## config.mk

```make
export PLATFORM = sky130hd
export DESIGN_NAME = column_painter
export DESIGN_NICKNAME = d
export VERILOG_FILES = /design/src/rtl/painter_pkg.sv /design/src/rtl/column_painter.sv
export SDC_FILE = /design/constraint.sdc
export NUM_CORES = 1
export LEC_CHECK = 0
export ABC_AREA = 1
export CORE_MARGIN = 1
export CORE_UTILIZATION = 52
export DETAILED_ROUTE_END_ITERATION = 16
export GPL_ROUTABILITY_DRIVEN = 0
export HOLD_SLACK_MARGIN = 0.1
export PLACE_DENSITY = 0.84
export SLEW_MARGIN = 20
export SYNTH_ARGS = -nofsm -noshare
export SYNTH_HDL_FRONTEND = slang
export SYNTH_SLANG_ARGS = --single-unit
```

## constraint.sdc

```tcl
create_clock -name pixel_clk_in -period 3.6 [get_ports pixel_clk_in]
set_input_delay 0.36 -clock pixel_clk_in [delete_from_list [all_inputs] [get_ports pixel_clk_in]]
set_output_delay 0.36 -clock pixel_clk_in [all_outputs]
set_load 0.1 [all_outputs]
```

## src/rtl/painter_pkg.sv

```systemverilog
// painter_pkg: shared state encoding, wall palette and RGB565 helpers for column_painter
package painter_pkg;
  typedef enum logic [1:0] {IDLE, SETUP, PAINT, DONE} state_t;
  localparam int R_LSB = 11;
  localparam int R_W = 5;
  localparam int G_LSB = 5;
  localparam int G_W = 6;
  localparam int B_LSB = 0;
  localparam int B_W = 5;
  localparam logic [15:0] PALETTE [16] = '{
    16'hF800, 16'h07E0, 16'h001F, 16'hFFE0, 16'hF81F, 16'h07FF, 16'h8C51, 16'hFC00,
    16'h03EF, 16'h7800, 16'h01E0, 16'h000F, 16'hC618, 16'hFD20, 16'hAFE5, 16'hFFFF
  };
  // each channel shifts on its own so no bits bleed into the neighbouring field
  function automatic logic [15:0] rgb565_shr(input logic [15:0] c, input logic [1:0] n);
    return {c[R_LSB +: R_W] >> n, c[G_LSB +: G_W] >> n, c[B_LSB +: B_W] >> n};
  endfunction
endpackage

```

## src/rtl/column_painter.sv

```systemverilog
// column_painter: paints one framebuffer column (ceiling, wall, floor) per DDA ray.
// Define PAINTER_FOG_EN to darken distant wall pixels.
module column_painter
  import painter_pkg::*;
#(
  parameter int SCREEN_WIDTH = 320,
  parameter int SCREEN_HEIGHT = 240,
  parameter logic [15:0] CEIL_COLOR = 16'h2104,
  parameter logic [15:0] FLOOR_COLOR = 16'h4208,
  localparam int AW = $clog2(SCREEN_WIDTH * SCREEN_HEIGHT)
) (
  input  logic          pixel_clk_in,
  input  logic          rst_in,
  input  logic          dda_out_tvalid,
  input  logic [37:0]   dda_out_tdata,
  input  logic          dda_out_tlast,
  output logic          dda_out_tready,
  input  logic          fb_ready_in,
  output logic          fb_we_out,
  output logic [AW-1:0] fb_addr_out,
  output logic [15:0]   fb_data_out,
  output logic          frame_done_out
);
  localparam logic [8:0] W9 = 9'(SCREEN_WIDTH);
  localparam logic [7:0] H8 = 8'(SCREEN_HEIGHT);
  localparam logic [AW-1:0] WA = AW'(SCREEN_WIDTH);
  state_t r_state, w_nxt;
  logic [8:0] r_hc;
  logic [7:0] r_lh, r_row;
  logic [3:0] r_map;
  logic r_wt, r_last, r_we, r_done, r_tready;
  logic [AW-1:0] r_addr;
  logic [15:0] r_data;
  logic w_xfer, w_acc, w_unused;
  logic [7:0] w_lh, w_ds, w_de, w_row_n;
  logic [15:0] w_shade, w_wall, w_color;
  assign w_xfer = dda_out_tvalid & r_tready;
  assign w_acc = r_we & fb_ready_in;
  assign w_unused = ^dda_out_tdata[15:0];
  assign dda_out_tready = r_tready;
  assign fb_we_out = r_we;
  assign fb_addr_out = r_addr;
  assign fb_data_out = r_data;
  assign frame_done_out = r_done;
  // colour is computed for the row that will be presented next, since data is registered
  always_comb begin
    w_lh = r_lh >= H8 ? H8 : r_lh;
    w_ds = (H8 - w_lh) >> 1;
    w_de = w_ds + w_lh;
    w_row_n = r_state == SETUP ? 8'd0 : r_row + 8'd1;
    w_shade = rgb565_shr(PALETTE[r_map], {1'b0, r_wt});
`ifdef PAINTER_FOG_EN
    w_wall = rgb565_shr(w_shade, r_lh < 8'd60 ? 2'd2 : r_lh < 8'd120 ? 2'd1 : 2'd0);
`else
    w_wall = w_shade;
`endif
    w_color = w_row_n < w_ds ? CEIL_COLOR : w_row_n < w_de ? w_wall : FLOOR_COLOR;
    w_nxt = r_state == IDLE ? (w_xfer ? SETUP : IDLE) :
            r_state == SETUP ? (r_hc >= W9 ? DONE : PAINT) :
            r_state == PAINT ? (w_acc && r_row == H8 - 8'd1 ? DONE : PAINT) : IDLE;
  end
  always_ff @(posedge pixel_clk_in) begin
    if (rst_in) begin
      r_state <= IDLE;
      r_tready <= 1'b0;
      r_we <= 1'b0;
      r_done <= 1'b0;
      r_hc <= '0;
      r_lh <= '0;
      r_wt <= 1'b0;
      r_map <= '0;
      r_last <= 1'b0;
      r_row <= '0;
      r_addr <= '0;
      r_data <= '0;
    end else begin
      r_state <= w_nxt;
      r_tready <= w_nxt == IDLE;
      r_we <= w_nxt == PAINT;
      r_done <= w_nxt == DONE && r_last;
      if (w_xfer) begin
        {r_hc, r_lh, r_wt, r_map} <= dda_out_tdata[37:16];
        r_last <= dda_out_tlast;
      end
      r_row <= r_state == SETUP ? 8'd0 : w_acc ? w_row_n : r_row;
      r_addr <= w_nxt != PAINT ? '0 : r_state == SETUP ? AW'(r_hc) : w_acc ? r_addr + WA : r_addr;
      r_data <= w_nxt != PAINT ? 16'd0 : r_state == SETUP || w_acc ? w_color : r_data;
    end
  end
endmodule
```

# Yosys cells after proc, flatten, opt, wreduce, memory -nomap -nowiden
# Memories as Yosys holds them, arrays and structs flattened.
# Index checks and enable logic that the tools add are counted.
[classes]
addsub = 4
n_mul = 0
n_div = 0
magnitude_cmp = 5
n_eq_ne = 6
shifts = 3
muxes = 14
bitwise_logic = 3
reduce_logical = 9
[op_table]
columns = ["operator", "n"]
rows = [
  ["2-to-1 mux 16 bit", 4],
  ["2-to-1 mux 9 bit", 2],
  ["adder 17 x 9 -> 17 bit, second input constant", 1],
  ["2-to-1 mux 8 bit", 2],
  ["right shift 5 x 1 -> 5 bit", 2],
  ["greater-or-equal comparator 9 bit, second input constant", 1],
  ["adder 7 x 8 -> 8 bit", 1],
  ["adder 8 x 1 -> 8 bit, second input constant", 1],
  ["== test 8 bit, second input constant", 1],
  ["greater-or-equal comparator 8 bit, second input constant", 1],
  ["< comparator 8 x 7 -> 1 bit", 1],
  ["< comparator 8 bit", 1],
  ["subtractor 8 bit, first input constant", 1],
  ["== test 2 bit, second input constant", 3],
  ["2-to-1 mux 2 bit", 3],
  ["right shift 6 x 1 -> 6 bit", 1],
  ["greater-or-equal comparator 5 bit, second input constant", 1],
  ["inverter 4 -> 5 bit", 1],
  ["logical NOT 2 bit", 2],
  ["OR reduction 2 bit", 2],
  ["2-to-1 mux 1 bit", 3],
  ["OR reduction 3 bit", 1],
  ["AND 1 bit", 2],
  ["== test 2 x 1 -> 1 bit, second input constant", 1],
  ["4 further kinds", 5],
]
[word_totals]
regBits = 69
latch_bits = 0
mem_bits_rw = 0
rom_bits = 256
input_bits = 43
out_inout_bits = 36
word_cells = 58
memories = 1
[memory_table]
columns = ["memory", "depth", "width", "read_ports", "rd_clocked_by_memory_dff", "write_ports", "line_no", "text"]
rows = [
  ["(name not given)", 16, 16, 1, 0, 0, "column_painter.sv:51", "w_shade = rgb565_shr(PALETTE[r_map], {1'b0, r_wt});"],
]

# Depth between registers and ports, before layout
[depth]
depth_word = 8
mapped_depth = 26
mapped_depth_nobuf = 26

# Worst setup path after synthesis
# OpenSTA, ideal clock, no wires.
[synth_timing]
path_kind = "reg-to-reg"
from = "register r_lh[4]"
to = "register r_data[8] (netlist: fb_data_out[8])"
setup_ns = 0.122
arrival_time_ns = 3.026
path_slack_ns = 0.452
path_stages_with_launch = 24
n_path_buf = 1
synth_period_minus_slack_ns = 3.148
cell_sequence = "dfxtp_1 -> nand2_4 -> nor2_4 -> nor2_4 -> inv_1 -> ha_1 -> nand2_1 -> nand2_1 -> xor2_1 -> ha_1 -> a21oi_1 -> nor2_1 -> nor2_1 -> nand2_1 -> nand2_1 -> nand2_1 -> ha_1 -> nand2_1 -> or2_2 -> nand2_1 -> a21oi_2 -> buf_4 -> nand3_1 -> a21oi_1"
[synth_between]
elab_chain_cells = 7
elab_cells_between_ends = 8
cone_classes = "add/sub (2); order compare (3); mux (3)"
[synth_rtl]
columns = ["element", "line_no", "text"]
rows = [
  ["start: declaration", "column_painter.sv:29", "logic [7:0] r_lh, r_row;"],
  ["start signal: assignment", "column_painter.sv:82", "{r_hc, r_lh, r_wt, r_map} <= dda_out_tdata[37:16];"],
  ["greater-or-equal comparator 8 bit", "column_painter.sv:47", "w_lh = r_lh >= H8 ? H8 : r_lh;"],
  ["2-to-1 mux 8 bit (*)", "column_painter.sv:47", ""],
  ["subtractor 8 bit", "column_painter.sv:48", "w_ds = (H8 - w_lh) >> 1;"],
  ["adder 7 x 8 -> 8 bit", "column_painter.sv:49", "w_de = w_ds + w_lh;"],
  ["< comparator 8 bit", "column_painter.sv:57", "w_color = w_row_n < w_ds ? CEIL_COLOR : w_row_n < w_de ? w_wall : FLOOR_COLOR;"],
  ["2-to-1 mux 16 bit", "column_painter.sv:57", ""],
  ["2-to-1 mux 16 bit (*)", "column_painter.sv:57", ""],
  ["end signal: assignment", "column_painter.sv:87", "r_data <= w_nxt != PAINT ? 16'd0 : r_state == SETUP || w_acc ? w_color : r_data;"],
  ["end: declaration", "column_painter.sv:33", "logic [15:0] r_data;"],
]
# Mark *: on every way between the ends. The rest lies on a longest branch, timed or not.
# A chain may end at the register's enable or synchronous reset.

# Worst setup path in the final report
[layout_timing]
from = "register r_lh[5]"
to = "register r_data[4] (netlist: fb_data_out[4])"
# Same word-level chain as after synthesis.

==> reports/metrics.csv <==
metric,value,unit
areaGrowthSynthToFinish,23.05,%
grt_start_max_net_pins,34,
comb_power_share,50.7,%
timing.setup.critical_path_class,reg2reg,
synthDominantAreaCellType,sky130_fd_sc_hd__dfxtp_1,
synthDistinctLibCells,41,
rows,32,
netlist_instances,606,
leak_pwr,2.180,nW
vias,4075,
yosysMostFrequentCell,sky130_fd_sc_hd__nand2_1,
detailed_place_hpwl,7168,µm
report.final.slew_viol_count,0,
cts_tree,built,
initial_utilization,53.30,%
post_cts_hold_buffer_count,0,
drive_above_1_share,10.46,%
clk_path_buf_depth,2,
synth_edf_count,0,
status,"finished, final reports clean",
clock_insertion_delay_worst_skew,350,ps
post_synth_instance_area,4098,µm²
pwr-share-clk,19.0,%
drc,0,
detail_route.iter0.violations,169,
combined_global_route_utilization_of_all_metal_layers,23.88,%
clkTransAtPathRegs,70,ps
syn-mean-instance-area,6.762,µm²
worst_slew_margin_rel,34.48,%
crit_path_max_fanout,11,
die_h,90.77,µm
cts-buffers-inserted,9,
critical_path.startpoint_type,register,
internal-power,1.706,mW
floorplan.core_area,7687,µm²
yosys_warnings,0,
yosys.area.top_type_share,33.71,%
post_drt_via_cell_ratio,5.285,
fin_hold_ws,464.6,ps
worst_pin_slew,979.8,ps
fmax,0.2906,GHz
layout.filler_cells,682,
h-tree-depth,3,
path_buf_inv,1,
report.final.hold_viol_count,0,
ys.flop_type,sky130_fd_sc_hd__dfxtp_1,
clkSinkCount,69,
cp_data_arrival_time,3720,ps
totalNegativeSetupSlack,0,ps
insertedDiodeCount,0,
critical-path-slowest-cell,sky130_fd_sc_hd__dfxtp_4,
wl_per_cell,12.40,µm
drt-pass1-iter-count,5,
placedCellCount,754,
postRouteWirelength,9564,µm
synth_nets,676,
synth-seq-area-share,33.71,%
critical_path_required,3880,ps
grt_antenna_before_repair,0,
fin_skew,4.749,ps
power.switching,1.458,mW
root_buffer,sky130_fd_sc_hd__clkbuf_8,
powerDensity,627.4,nW/µm²
vias_in_the_first_global_route,3863,
antenna_violating_nets_post_route,0,
fin_crit_sh,95.59,%
worst_path_most_repeated_cell,sky130_fd_sc_hd__nand2_1,
wire_length_of_the_first_global_routing_pass,16100,µm
grt_setup_unrepaired,true,
synth.area.top_cells,"sky130_fd_sc_hd__dfxtp_1 (34%), sky130_fd_sc_hd__nand2_1 (12%), sky130_fd_sc_hd__ha_1 (8.2%)",
crit_end_element,register,
power.share.switching,46.08,%
portBuffers,62,
worst_ir_drop_vdd,529.7,µV
pwr-share-seq,30.3,%
series_of_cell_instances_along_the_critical_path,"nand2_4, clkinv_2, nand2_4, nand2_2, ha_1, nand2_1, nand2_1, xor2_2, ha_4, a21oi_2, nor2_1, nor2_1, nand2_1, nand2_1, nand2_1, ha_1, a21oi_1, nand2_2, a21oi_4, nand3_1, a21oi_1",
asr_flop_ratio_synth,0,%
num_io_pins,79,
dieWidth,90.77,µm
synth.top_cells.by_count,"sky130_fd_sc_hd__nand2_1 (134), sky130_fd_sc_hd__inv_1 (70), sky130_fd_sc_hd__dfxtp_1 (69), sky130_fd_sc_hd__nor2_1 (68), sky130_fd_sc_hd__a21oi_1 (54)",
slowest_delay,380,ps
nets,735,
min-delay-path-class,reg2reg,
layout_min_cycle_time,3441,ps
worst_path_dominant_cell_family,simple AND/OR/NAND/NOR gates,
finalSetupViolCount,0,
globalRoute.totalOverflow,0,
synth.ff_latch_count,69,
die_area,8239,µm²
cap_viol_max_count,0,
stdcell_count,771,
==> placed cells by master (no fill, tap or decap), drive strengths merged <==
cell	count
a21oi	55
a22oi	1
a31oi	4
and2	1
buf	7
bufinv	1
clkbuf	10
clkdlybuf4s50	62
clkinv	5
clkinvlp	1
dfxtp	69
ha	27
inv	74
nand2	147
nand3	42
nand3b	2
nand4	3
nor2	76
nor3	4
nor3b	1
o211ai	5
o21a	1
o21ai	56
o22ai	5
o31ai	1
or2	4
xnor2	2
xor2	3
==> cells by family after synthesis <==
family,count (synthesis),synth area share (%)
xor gates and xnor gates,5,1.069
adders and majority gates,27,8.244
AOI/OAI and AO/OA,128,17.04
DFF,69,33.71
and+or+nand+nor,280,30.20
buffers and inverters,97,9.740
==> area by class of cell <==
class	instances	area (µm²)	share of cell area, %
clock inverters	5	52.55	1.042
well taps	102	127.6	2.531
flip-flops and latches	69	1390	27.57
repair buffers	69	673.1	13.35
multi-input cells	440	2385	47.30
clock buffers	10	127.6	2.531
inverters	76	286.5	5.682
==> registers in the layout, summed over array words and instances, names as in the netlist <==
name            count
dda_out_tready      1
fb_addr_out        17
fb_data_out        16
fb_we_out           1
frame_done_out      1
r_hc                9
r_last              1
r_lh                8
r_map               4
r_row               8
r_state             2
r_wt                1
==> power by group through the flow <==
stage / sequential [mW] / combinational [mW] / clock [mW]
after floorplan: 1.08 / 1.09 / 0
after global placement: 0.961 / 1.46 / 0
after detailed placement: 0.965 / 1.52 / 0
after CTS: 0.950 / 1.54 / 0.608
after global routing: 0.973 / 1.80 / 0.640
final: 0.958 / 1.60 / 0.602
==> path summary, 6_finish.rpt <==
kind                               startpoint                          end  slack (ps)  depth (start not counted)
setup / recovery         r_lh[5]$_SDFFE_PP0P_  fb_data_out[4]$_SDFFE_PP0P_         160                         21
hold / removal    fb_addr_out[2]$_SDFFE_PP0P_  fb_addr_out[2]$_SDFFE_PP0P_         460                          2
setup reg to reg         r_lh[5]$_SDFFE_PP0P_  fb_data_out[4]$_SDFFE_PP0P_         160                         21
hold reg to reg   fb_addr_out[2]$_SDFFE_PP0P_  fb_addr_out[2]$_SDFFE_PP0P_         460                          2
==> per-stage QoR <==
step / area [µm²] / power (mW) / util [%] / worst slack, ps
after detailed placement: 4771 / 2.488 / 62.06 / 18.55
after CTS: 4960 / 3.101 / 64.52 / 39.95
final: 5042 / 3.164 / 65.59 / 158.8
after global routing: 5042 / 3.411 / 65.59 / -99.08
after global placement: 4771 / 2.417 / 62.06 / 198.7
after floorplan: 4098 / 2.172 / - / 451.6
==> worst reg2reg max path, stage by stage (launching register included) <==
cell	delay (ps)
sky130_fd_sc_hd__dfxtp_4	380
sky130_fd_sc_hd__nand2_4	110
sky130_fd_sc_hd__clkinv_2	100
sky130_fd_sc_hd__nand2_4	110
sky130_fd_sc_hd__nand2_2	80
sky130_fd_sc_hd__ha_1	210
sky130_fd_sc_hd__nand2_1	100
sky130_fd_sc_hd__nand2_1	100
sky130_fd_sc_hd__xor2_2	240
sky130_fd_sc_hd__ha_4	260
sky130_fd_sc_hd__a21oi_2	170
sky130_fd_sc_hd__nor2_1	70
sky130_fd_sc_hd__nor2_1	130
sky130_fd_sc_hd__nand2_1	70
sky130_fd_sc_hd__nand2_1	50
sky130_fd_sc_hd__nand2_1	60
sky130_fd_sc_hd__ha_1	290
sky130_fd_sc_hd__a21oi_1	190
sky130_fd_sc_hd__nand2_2	120
sky130_fd_sc_hd__a21oi_4	280
sky130_fd_sc_hd__nand3_1	110
sky130_fd_sc_hd__a21oi_1	150
==> timing repair <==
| action | in CTS | in global routing |
|---|---|---|
| buffers inserted | 0 | 2 |
| pin swaps | 0 | 5 |
| resized for setup | 2 | 17 |
| endpoints found under the setup margin | 3 | 16 |
==> metal layers <==
layer | vias up | track usage, % | share of wire, %
met2 | 110 | 43.31 | 50
met1 | 1874 | 27.14 | 43
met4 | 0 | 10.19 | 2.0
met3 | 16 | 4.545 | 5.2
li1 | 2075 | - | -
met5 | - | 0 | 0
(Power assumes the default switching activity.)
